[src/rtl/game_pkg.sv]
// rtl/game_pkg.sv - shared game state codes, widths and status helpers
package game_pkg;

  localparam int SCORE_W = 16;
  localparam int LIVES_W = 3;

  typedef enum logic [1:0] {
    IDLE = 2'd0,
    PLAY = 2'd1,
    HIT  = 2'd2,
    OVER = 2'd3
  } game_state_t;

  // Bit i is set while more than i lives remain.
  function automatic logic [6:0] lives_thermo(input logic [LIVES_W-1:0] n);
    logic [6:0] t;
    for (int i = 0; i < 7; i++) begin
      t[i] = (int'(n) > i);
    end
    return t;
  endfunction

endpackage

[src/rtl/frame_collision_latch.sv]
// rtl/frame_collision_latch.sv - per-frame sticky overlap flags and start-edge pending bit
module frame_collision_latch (
  input  logic clock,
  input  logic reset,
  input  logic calc,
  input  logic visible,
  input  logic ship_px,
  input  logic enemy_px,
  input  logic bullet_px,
  input  logic start,
  output logic ship_hit,
  output logic bullet_hit,
  output logic start_pend
);

  logic start_q;

  // calc clears everything, so pixels and start edges on the calc cycle are dropped.
  always_ff @(posedge clock) begin
    if (reset) begin
      start_q    <= 1'b0;
      ship_hit   <= 1'b0;
      bullet_hit <= 1'b0;
      start_pend <= 1'b0;
    end else begin
      start_q <= start;
      if (calc) begin
        ship_hit   <= 1'b0;
        bullet_hit <= 1'b0;
        start_pend <= 1'b0;
      end else begin
        if (visible && ship_px && enemy_px) ship_hit <= 1'b1;
        if (visible && bullet_px && enemy_px) bullet_hit <= 1'b1;
        if (start && !start_q) start_pend <= 1'b1;
      end
    end
  end

endmodule

[src/rtl/game_sequencer.sv]
// rtl/game_sequencer.sv - frame-level game FSM owning score, lives, run gating and wave reinit
module game_sequencer
  import game_pkg::*;
#(
  parameter int LIVES           = 3,
  parameter int POINTS          = 10,
  parameter int RESPAWN_FRAMES  = 120,
  parameter int GAMEOVER_FRAMES = 180
) (
  input  logic               clock,
  input  logic               reset,
  input  logic               calc,
  input  logic               visible,
  input  logic               ship_px,
  input  logic               enemy_px,
  input  logic               bullet_px,
  input  logic               start,
  output logic [1:0]         game_state,
  output logic               run,
  output logic               wave_clear,
  output logic [SCORE_W-1:0] score,
  output logic [LIVES_W-1:0] lives,
  output logic [9:0]         led
);

  localparam logic [7:0] RESPAWN_LAST = 8'(RESPAWN_FRAMES - 1);
  localparam logic [7:0] OVER_LAST    = 8'(GAMEOVER_FRAMES - 1);

  logic ship_hit, bullet_hit, start_pend;

  frame_collision_latch u_latch (
    .clock      (clock),
    .reset      (reset),
    .calc       (calc),
    .visible    (visible),
    .ship_px    (ship_px),
    .enemy_px   (enemy_px),
    .bullet_px  (bullet_px),
    .start      (start),
    .ship_hit   (ship_hit),
    .bullet_hit (bullet_hit),
    .start_pend (start_pend)
  );

  game_state_t        state_q, state_d;
  logic [SCORE_W-1:0] score_d;
  logic [LIVES_W-1:0] lives_d;
  logic [7:0]         frame_cnt, cnt_d;
  logic               wave_d;
  logic [SCORE_W:0]   score_sum;

  assign score_sum = {1'b0, score} + (SCORE_W + 1)'(POINTS);

  always_ff @(posedge clock) begin
    if (reset) begin
      state_q    <= IDLE;
      score      <= '0;
      lives      <= '0;
      frame_cnt  <= '0;
      run        <= 1'b0;
      wave_clear <= 1'b0;
    end else begin
      state_q    <= state_d;
      score      <= score_d;
      lives      <= lives_d;
      frame_cnt  <= cnt_d;
      run        <= (state_d == PLAY);
      wave_clear <= wave_d;
    end
  end

  always_comb begin
    state_d = state_q;
    score_d = score;
    lives_d = lives;
    cnt_d   = frame_cnt;
    wave_d  = 1'b0;
    if (calc) begin
      unique case (state_q)
        IDLE: begin
          if (start_pend) begin
            state_d = PLAY;
            lives_d = LIVES_W'(LIVES);
            score_d = '0;
            wave_d  = 1'b1;
          end
        end
        PLAY: begin
          if (bullet_hit) score_d = score_sum[SCORE_W] ? '1 : score_sum[SCORE_W-1:0];
          if (ship_hit) begin
            cnt_d = '0;
            if (lives > LIVES_W'(1)) begin
              lives_d = lives - LIVES_W'(1);
              state_d = HIT;
            end else begin
              lives_d = '0;
              state_d = OVER;
            end
          end
        end
        HIT: begin
          if (frame_cnt == RESPAWN_LAST) begin
            state_d = PLAY;
            cnt_d   = '0;
            wave_d  = 1'b1;
          end else begin
            cnt_d = frame_cnt + 8'd1;
          end
        end
        OVER: begin
          if (start_pend || frame_cnt == OVER_LAST) begin
            state_d = IDLE;
            cnt_d   = '0;
          end else begin
            cnt_d = frame_cnt + 8'd1;
          end
        end
        default: state_d = IDLE;
      endcase
    end
    // Guarantees a single-cycle pulse even if calc were asserted back to back.
    wave_d = wave_d & ~wave_clear;
  end

  always_comb begin
    game_state = state_q;
    led        = {state_q, run, lives_thermo(lives)};
  end

endmodule
[config.mk]
export PLATFORM = sky130hd
export DESIGN_NAME = game_sequencer
export DESIGN_NICKNAME = d
export VERILOG_FILES = /design/src/rtl/game_pkg.sv /design/src/rtl/frame_collision_latch.sv /design/src/rtl/game_sequencer.sv
export SDC_FILE = /design/constraint.sdc
export NUM_CORES = 1
export LEC_CHECK = 0
export CAP_MARGIN = 20
export CORE_ASPECT_RATIO = 0.8
export CORE_UTILIZATION = 52
export DETAILED_ROUTE_END_ITERATION = 6
export GPL_ROUTABILITY_DRIVEN = 0
export PLACE_DENSITY_LB_ADDON = 0.08
export SLEW_MARGIN = 20
export SYNTH_ARGS = -nofsm -noshare
export SYNTH_HDL_FRONTEND = slang
export SYNTH_HIERARCHICAL = 1
export SYNTH_SLANG_ARGS = --single-unit
[constraint.sdc]
create_clock -name clock -period 2.08 [get_ports clock]
set_input_delay 0.416 -clock clock [delete_from_list [all_inputs] [get_ports clock]]
set_output_delay 0.416 -clock clock [all_outputs]
set_load 0.02 [all_outputs]
==> impl_metrics.py <==
metrics = {
    "sta": {
        "fmax_mhz": 506,
        "worst_pin_slew_ps": 768,
        "slew_viol_final": 0,
        "skew_ps": 7.39,
        "setup_viol": 0,
        "hold_viol": 0,
        "fin_setup_tns_ps": 0,
        "fin_crit_ps": 1970,
        "max_slew_margin": 0.486,
        "fin_crit_sh": 0.950,
        "rsz0062_at_grt": "no",
    },
    "floorplanning": {
        "coreArea_um2": 3850,
        "die_w_um": 73.3,
        "std_cell_rows": 20,
        "dieHeight_um": 59.0,
        "initial_core_util": 0.549,
        "die_area_um2": 4330,
        "pin_count": 41,
    },
    "placed_design": {
        "dp_hpwl_um": 3830,
        "dpl-instance-area_um2": 2620,
        "portBuffers": 40,
    },
    "setup_path": {
        "cp_max_fo": 7,
        "slowest_stage": "clkdlybuf4s50_1",
        "arrival_ps": 1560,
        "cp.buffers_inverters": 2,
        "cp.required_ps": 1660,
        "worstSetupStartpointType": "flip-flop",
        "path_delay_family": "buffers and inverters",
        "critPathKind": "flip-flop to output pin",
        "rr_endpoint": "score[13]",
        "reg2regPathDepth": 4,
        "reg2reg_from": "game_state[0]",
        "ff2ff_setup_slack_ps": 200,
        "cp_cell_sequence": "buf_4 -> nor2_1 -> nor2b_1 -> clkdlybuf4s50_1",
        "cp-end-kind": "output pin",
        "critPathMaxStageDelay_ps": 620,
    },
    "power_and_ir_drop": {
        "ir_drop_mv": 0.433,
        "power_mw": 1.35,
        "combPwrFrac": 0.082,
        "power.internal_mw": 1.03,
        "clkPwrFrac": 0.411,
        "power.switching_mw": 0.318,
        "power_switching_share": 0.235,
        "seqPwrFrac": 0.508,
        "powerDensity_nw_per_um2": 496,
        "p_leak_nw": 0.980,
    },
    "yosys": {
        "async_flop_share": 0,
        "synth_fa_ha_area_frac": 0.0414,
        "synth_top_family_by_area": "compound AO/OA/AOI/OAI gates",
        "netlist_area_um2": 2110,
        "ys.flop_type": "dfxtp_1",
        "syn_inst": 254,
        "syn_avg_cell_area_um2": 8.32,
        "synthSimpleGateAreaFrac": 0.257,
        "synth.area.top_cells": "dfxtp_1 33%, a21oi_1 5.7%, ha_1 4.1%, a31oi_1 3.3%, nand4_1 3.3%",
        "ys_types": 60,
        "muxShareOfSynthArea": 0.0148,
        "synth_top_area_frac": 0.331,
        "yosysSeqAreaShare": 0.331,
        "synth_area_leader_cell": "dfxtp_1",
        "ys_ff_latch": 35,
        "synth_nets": 269,
        "synth-edff-count": 0,
        "synth_compound_area_frac": 0.279,
        "yosysWarnings": 6,
        "synth-xor-area-share": 0,
    },
    "grt": {
        "gr-usage-all-layers": 0.269,
        "grt_pass1_wl_um": 8780,
        "grt.overflow.total": 0,
        "grt_max_degree": 16,
        "antenna_found_initial": 0,
        "grt_pass1_vias": 1811,
    },
    "cells_and_area": {
        "fillers": 341,
        "layout_commonest_cell": "clkdlybuf4s50_1",
        "multi_input_area_um2": 1250,
        "diodes": 0,
        "drive_gt1_frac": 0.119,
        "register_area_um2": 702,
        "area.growth.synth_to_final_pct": 28.5,
        "finalInstanceArea_um2": 2720,
        "nNetsFinal": 317,
        "final_cell_mix": "35 x clkdlybuf4s50_1, 34 x dfxtp_1, 24 x a21oi_1, 16 x buf_4, 15 x inv_1",
    },
    "hold_path": {
        "worstHoldStart": "frame_cnt[1]",
        "hp-class": "flip-flop to flip-flop",
        "holdPathStages": 2,
        "hold-path-endpoint": "frame_cnt[1]",
    },
    "cts": {
        "cts_max_level": 2,
        "clk_path_buf_depth": 2,
        "clkSinkCount": 35,
        "clkLatencyLatePin_ps": 300,
        "clk_pin_slew_ps": 70,
        "postCtsSetupBuffers": 0,
        "cts_tree": "done",
        "clock-root-buffer": "clkbuf_8",
        "cts_buffers": 5,
    },
    "drt": {
        "drt_iter0_markers": 105,
        "ant_nets": 0,
        "wl_per_cell_um": 15.4,
        "routed_via_density": 6.05,
        "num_vias": 2166,
        "drcViolationCount": 0,
        "drt_wl_total_um": 5500,
        "firstDrtPassIters": 5,
    },
    "status": {
        "outcome": "finished, final reports clean",
    },
    "flow_run": {
        "cap_violations": 0,
    },
}
-- final cells by class --
class                      count  share of cell area
multi-input combinational    188               0.461
sequential                    35               0.258
timing repair buffer          57               0.198
clock buffer                   8              0.0368
tap                           55              0.0253
inverter                      15              0.0207
-- repair_timing --
action                                  in CTS  in global routing
endpoints found under the setup margin       5                  1
gates cloned                                 0                  0
hold endpoints to repair                     0                  0
hold buffers                                 0                  0
resized for setup                            5                  1
-- synth_stat cells (3+ instances only) --
cell	n
a21oi_1	24
a22oi_1	4
a2bb2oi_1	5
a31oi_1	11
and3_1	3
buf_2	3
buf_4	5
clkbuf_1	5
dfxtp_1	35
ha_1	7
inv_1	15
nand2_1	14
nand2b_1	5
nand3_1	12
nand4_1	11
nor2_1	13
nor2b_1	5
nor3_1	6
o2111ai_1	3
o21ai_0	6
o21bai_1	3
o22ai_1	6
o32ai_1	3
or4_1	3
-- layer usage --
layer / up-vias / global-route usage / wire [µm]
li1: 1065 / - / -
met1: 995 / 0.386 / 2590
met2: 100 / 0.390 / 2410
met3: 6 / 0.0731 / 455
met4: 0 / 0.0907 / 53
met5: - / 0 / 0
-- state kept, by name (all words and copies together) (netlist names) --
signal	count
frame_cnt	8
game_state	2
lives	3
run	1
score	16
u_latch/bullet_hit	1
u_latch/ship_hit	1
u_latch/start_pend	1
u_latch/start_q	1
wave_clear	1
-- logic make-up (layout without fill, tap and decap cells) --
group,Yosys count,after routing
AND/OR/NAND/NOR,92,92
AO/OA/AOI/OAI,86,86
flip-flops,35,35
buffers and inverters,31,80
adder cells (fa/ha/maj),7,7
multiplexers,3,3
-- through the flow --
step,std cells,util,hold slack (ps),worst slack [ps]
2_1_floorplan,254,-,461,195
3_3_place_gp,350,0.680,473,118
3_5_place_dp,350,0.680,493,31.6
4_1_cts,358,0.705,505,16.6
5_1_grt,358,0.705,519,22.3
6_report,358,0.705,503,105
-- power groups by stage --
stage | Combinational (mW) | Clock [mW] | Sequential (mW)
6_report | 0.110 | 0.554 | 0.685
5_1_grt | 0.119 | 0.597 | 0.685
4_1_cts | 0.110 | 0.556 | 0.684
3_5_place_dp | 0.111 | 0 | 0.700
3_3_place_gp | 0.109 | 0 | 0.699
2_1_floorplan | 0.0539 | 0 | 0.702
-- tightest hold or removal path: cells and delay by family (launching register included) --
family             cells  cell delay [ps]
AOI/OAI and AO/OA      1               60
and+or+nand+nor        1               70
DFF                    1              330
-- how the worst max path moves through the flow --
stage / slack (ps) / cells past startpoint / end / start
4_1_cts: 20 / 4 / led[0] / lives[0]
2_1_floorplan: 200 / 5 / run / lives[1]
5_1_grt: 20 / 4 / led[4] / lives[1]
3_5_place_dp: 30 / 5 / score[13] / calc
6_report: 110 / 4 / led[4] / lives[1]
3_3_place_gp: 120 / 5 / score[6] / calc
Note: power is estimated with default switching activity, not from simulation.
==> RTL change, RTL diff (config.mk and constraints unchanged) <==
The package constant `SCORE_W` goes from 16 to 18.
--- a/src/rtl/game_pkg.sv
+++ b/src/rtl/game_pkg.sv
@@ -1,7 +1,7 @@
 // rtl/game_pkg.sv - shared game state codes, widths and status helpers
 package game_pkg;
 
-  localparam int SCORE_W = 16;
+  localparam int SCORE_W = 18;
   localparam int LIVES_W = 3;
 
   typedef enum logic [1:0] {
Ports: changed (resized score); port bits go from 41 to 43. No check against the original RTL was run, so the function may have changed too.
==> RTL change against the original RTL <==
  * Largest cell class unchanged
  * Sequential cell count grew 2
  * Wire length grew 0.87%
  * Total power shrank 0.91%
  * Global-route usage shrank 3.6 points
  * Via count grew 3.0%
  * Final area grew 5.7%
  * Critical path type unchanged
  * Clock power shrank 8.8%
  * Count of clock-buffer cells in the layout shrank 1
  * Setup slack lost 0.023 ns
  * Synthesized cell count grew 5.5%
  * Highest routed layer unchanged
  * Area after synthesis grew 9.2%
==> RTL change: results (changes against the original RTL) <==
[placement]
io_buffers=42  ; +5.0%

[run_status]
status=finished, final reports clean

[min_path]
hp-start=wave_clear
min_to=wave_clear

[final_layout]
largest_reg_flops=18  ; +2
n_fill_cell=370  ; +8.5%
multi_input_area_um2=1390  ; +11%
top_regs=score x18, frame_cnt x8, lives x3
drive_gt1_share_pct=12.5  ; +0.62 points

[timing]
hold_viol=0  ; unchanged
skew_ns=0.00526  ; -0.00213 ns
maxSlewHeadroom_pct=54.5  ; +6.0 points

[setup_path]
path_max_fanout=11  ; +4
max_stage_delay_ns=0.59  ; -0.03 ns
timing.rr.end=score[3]
cp.arrival_ns=1.58  ; +0.02 ns
rrSetupSlack_ns=0.27  ; +0.07 ns
worstRegToRegCells=5  ; +1

[global_routing]
grt_pass1_vias=1760  ; -2.8%
grt_max_degree=17  ; +1
grt.total_usage_pct=23.4  ; -3.6 points

[clock_network]
ctsResizeCount=4  ; -1
post_cts_buffers=0  ; unchanged

[drt]
drtPass1Iterations=4  ; -1
wl_per_cell_um=15.0  ; -2.1%

[pwr]
p_leak_nw=1.08  ; +10%
ir_drop_v=0.000301  ; -31%

[synth]
yosysSeqAreaShare_pct=32.1  ; -1.0 points
synth_nets=283  ; +5.2%
synth_common_cells=dfxtp_1, a21oi_1, inv_1, nor2_1, o21ai_0
ys_types=62  ; +3.3%

==> RTL change: layer usage <==
layer  up-vias  GRT usage (%)  share of wire, %
met1      1038           34.4                50
met2        86           33.8                42
met4         0           7.69              0.88
li1       1102              -                 -
met5         -              0                 0
met3         6           4.89               7.4
==> RTL change: final cells by class <==
type                    instances  share of cell area [%]
multi-input cells             199                    48.4
flip-flops and latches         37                    25.8
repair buffers                 55                    18.4
clock buffers                   7                    3.01
well taps                      57                    2.48
inverters                      14                    1.83
==> RTL change: power by group <==
group	internal, mW	switching, mW	total (mW)	leakage, nW
Combinational	0.0515	0.0577	0.109	0.739
Clock	0.263	0.243	0.505	0.0443
Sequential	0.715	0.00721	0.722	0.299
Total	1.03	0.307	1.34	1.08
==> RTL change: worst max path at each step <==
stage,from,to,slack [ns],depth (start not counted)
after floorplan,lives[1],run,0.20,6
after global placement,calc,score[1],0.09,4
after detailed placement,calc,score[17],0.04,5
after CTS,lives[1],led[0],0.03,5
after global routing,lives[1],led[1],-0.006,6
final,lives[2],led[6],0.08,2
==> RTL change: kinds of logic (layout without fill, tap and decap cells) <==
logic type	Yosys count	in the layout	synth area share, %
flip-flops	37	37	32.1
buffers and inverters	32	76	7.75
multiplexers	1	1	0.434
AO/OA/AOI/OAI	91	91	27.6
AND/OR/NAND/NOR	95	95	26.4
adder cells (fa/ha/maj)	7	7	3.79
XOR/XNOR	5	5	1.90
==> RTL change: per-stage QoR <==
step / setup slack, ns / instances / hold slack [ns] / utilization (%)
3_5_place_dp: 0.0425 / 362 / 0.513 / 65.8
3_3_place_gp: 0.0904 / 362 / 0.506 / 65.8
2_1_floorplan: 0.202 / 268 / 0.475 / -
4_1_cts: 0.0286 / 369 / 0.532 / 67.7
5_1_grt: -0.00586 / 369 / 0.555 / 67.9
6_report: 0.0821 / 369 / 0.534 / 67.9
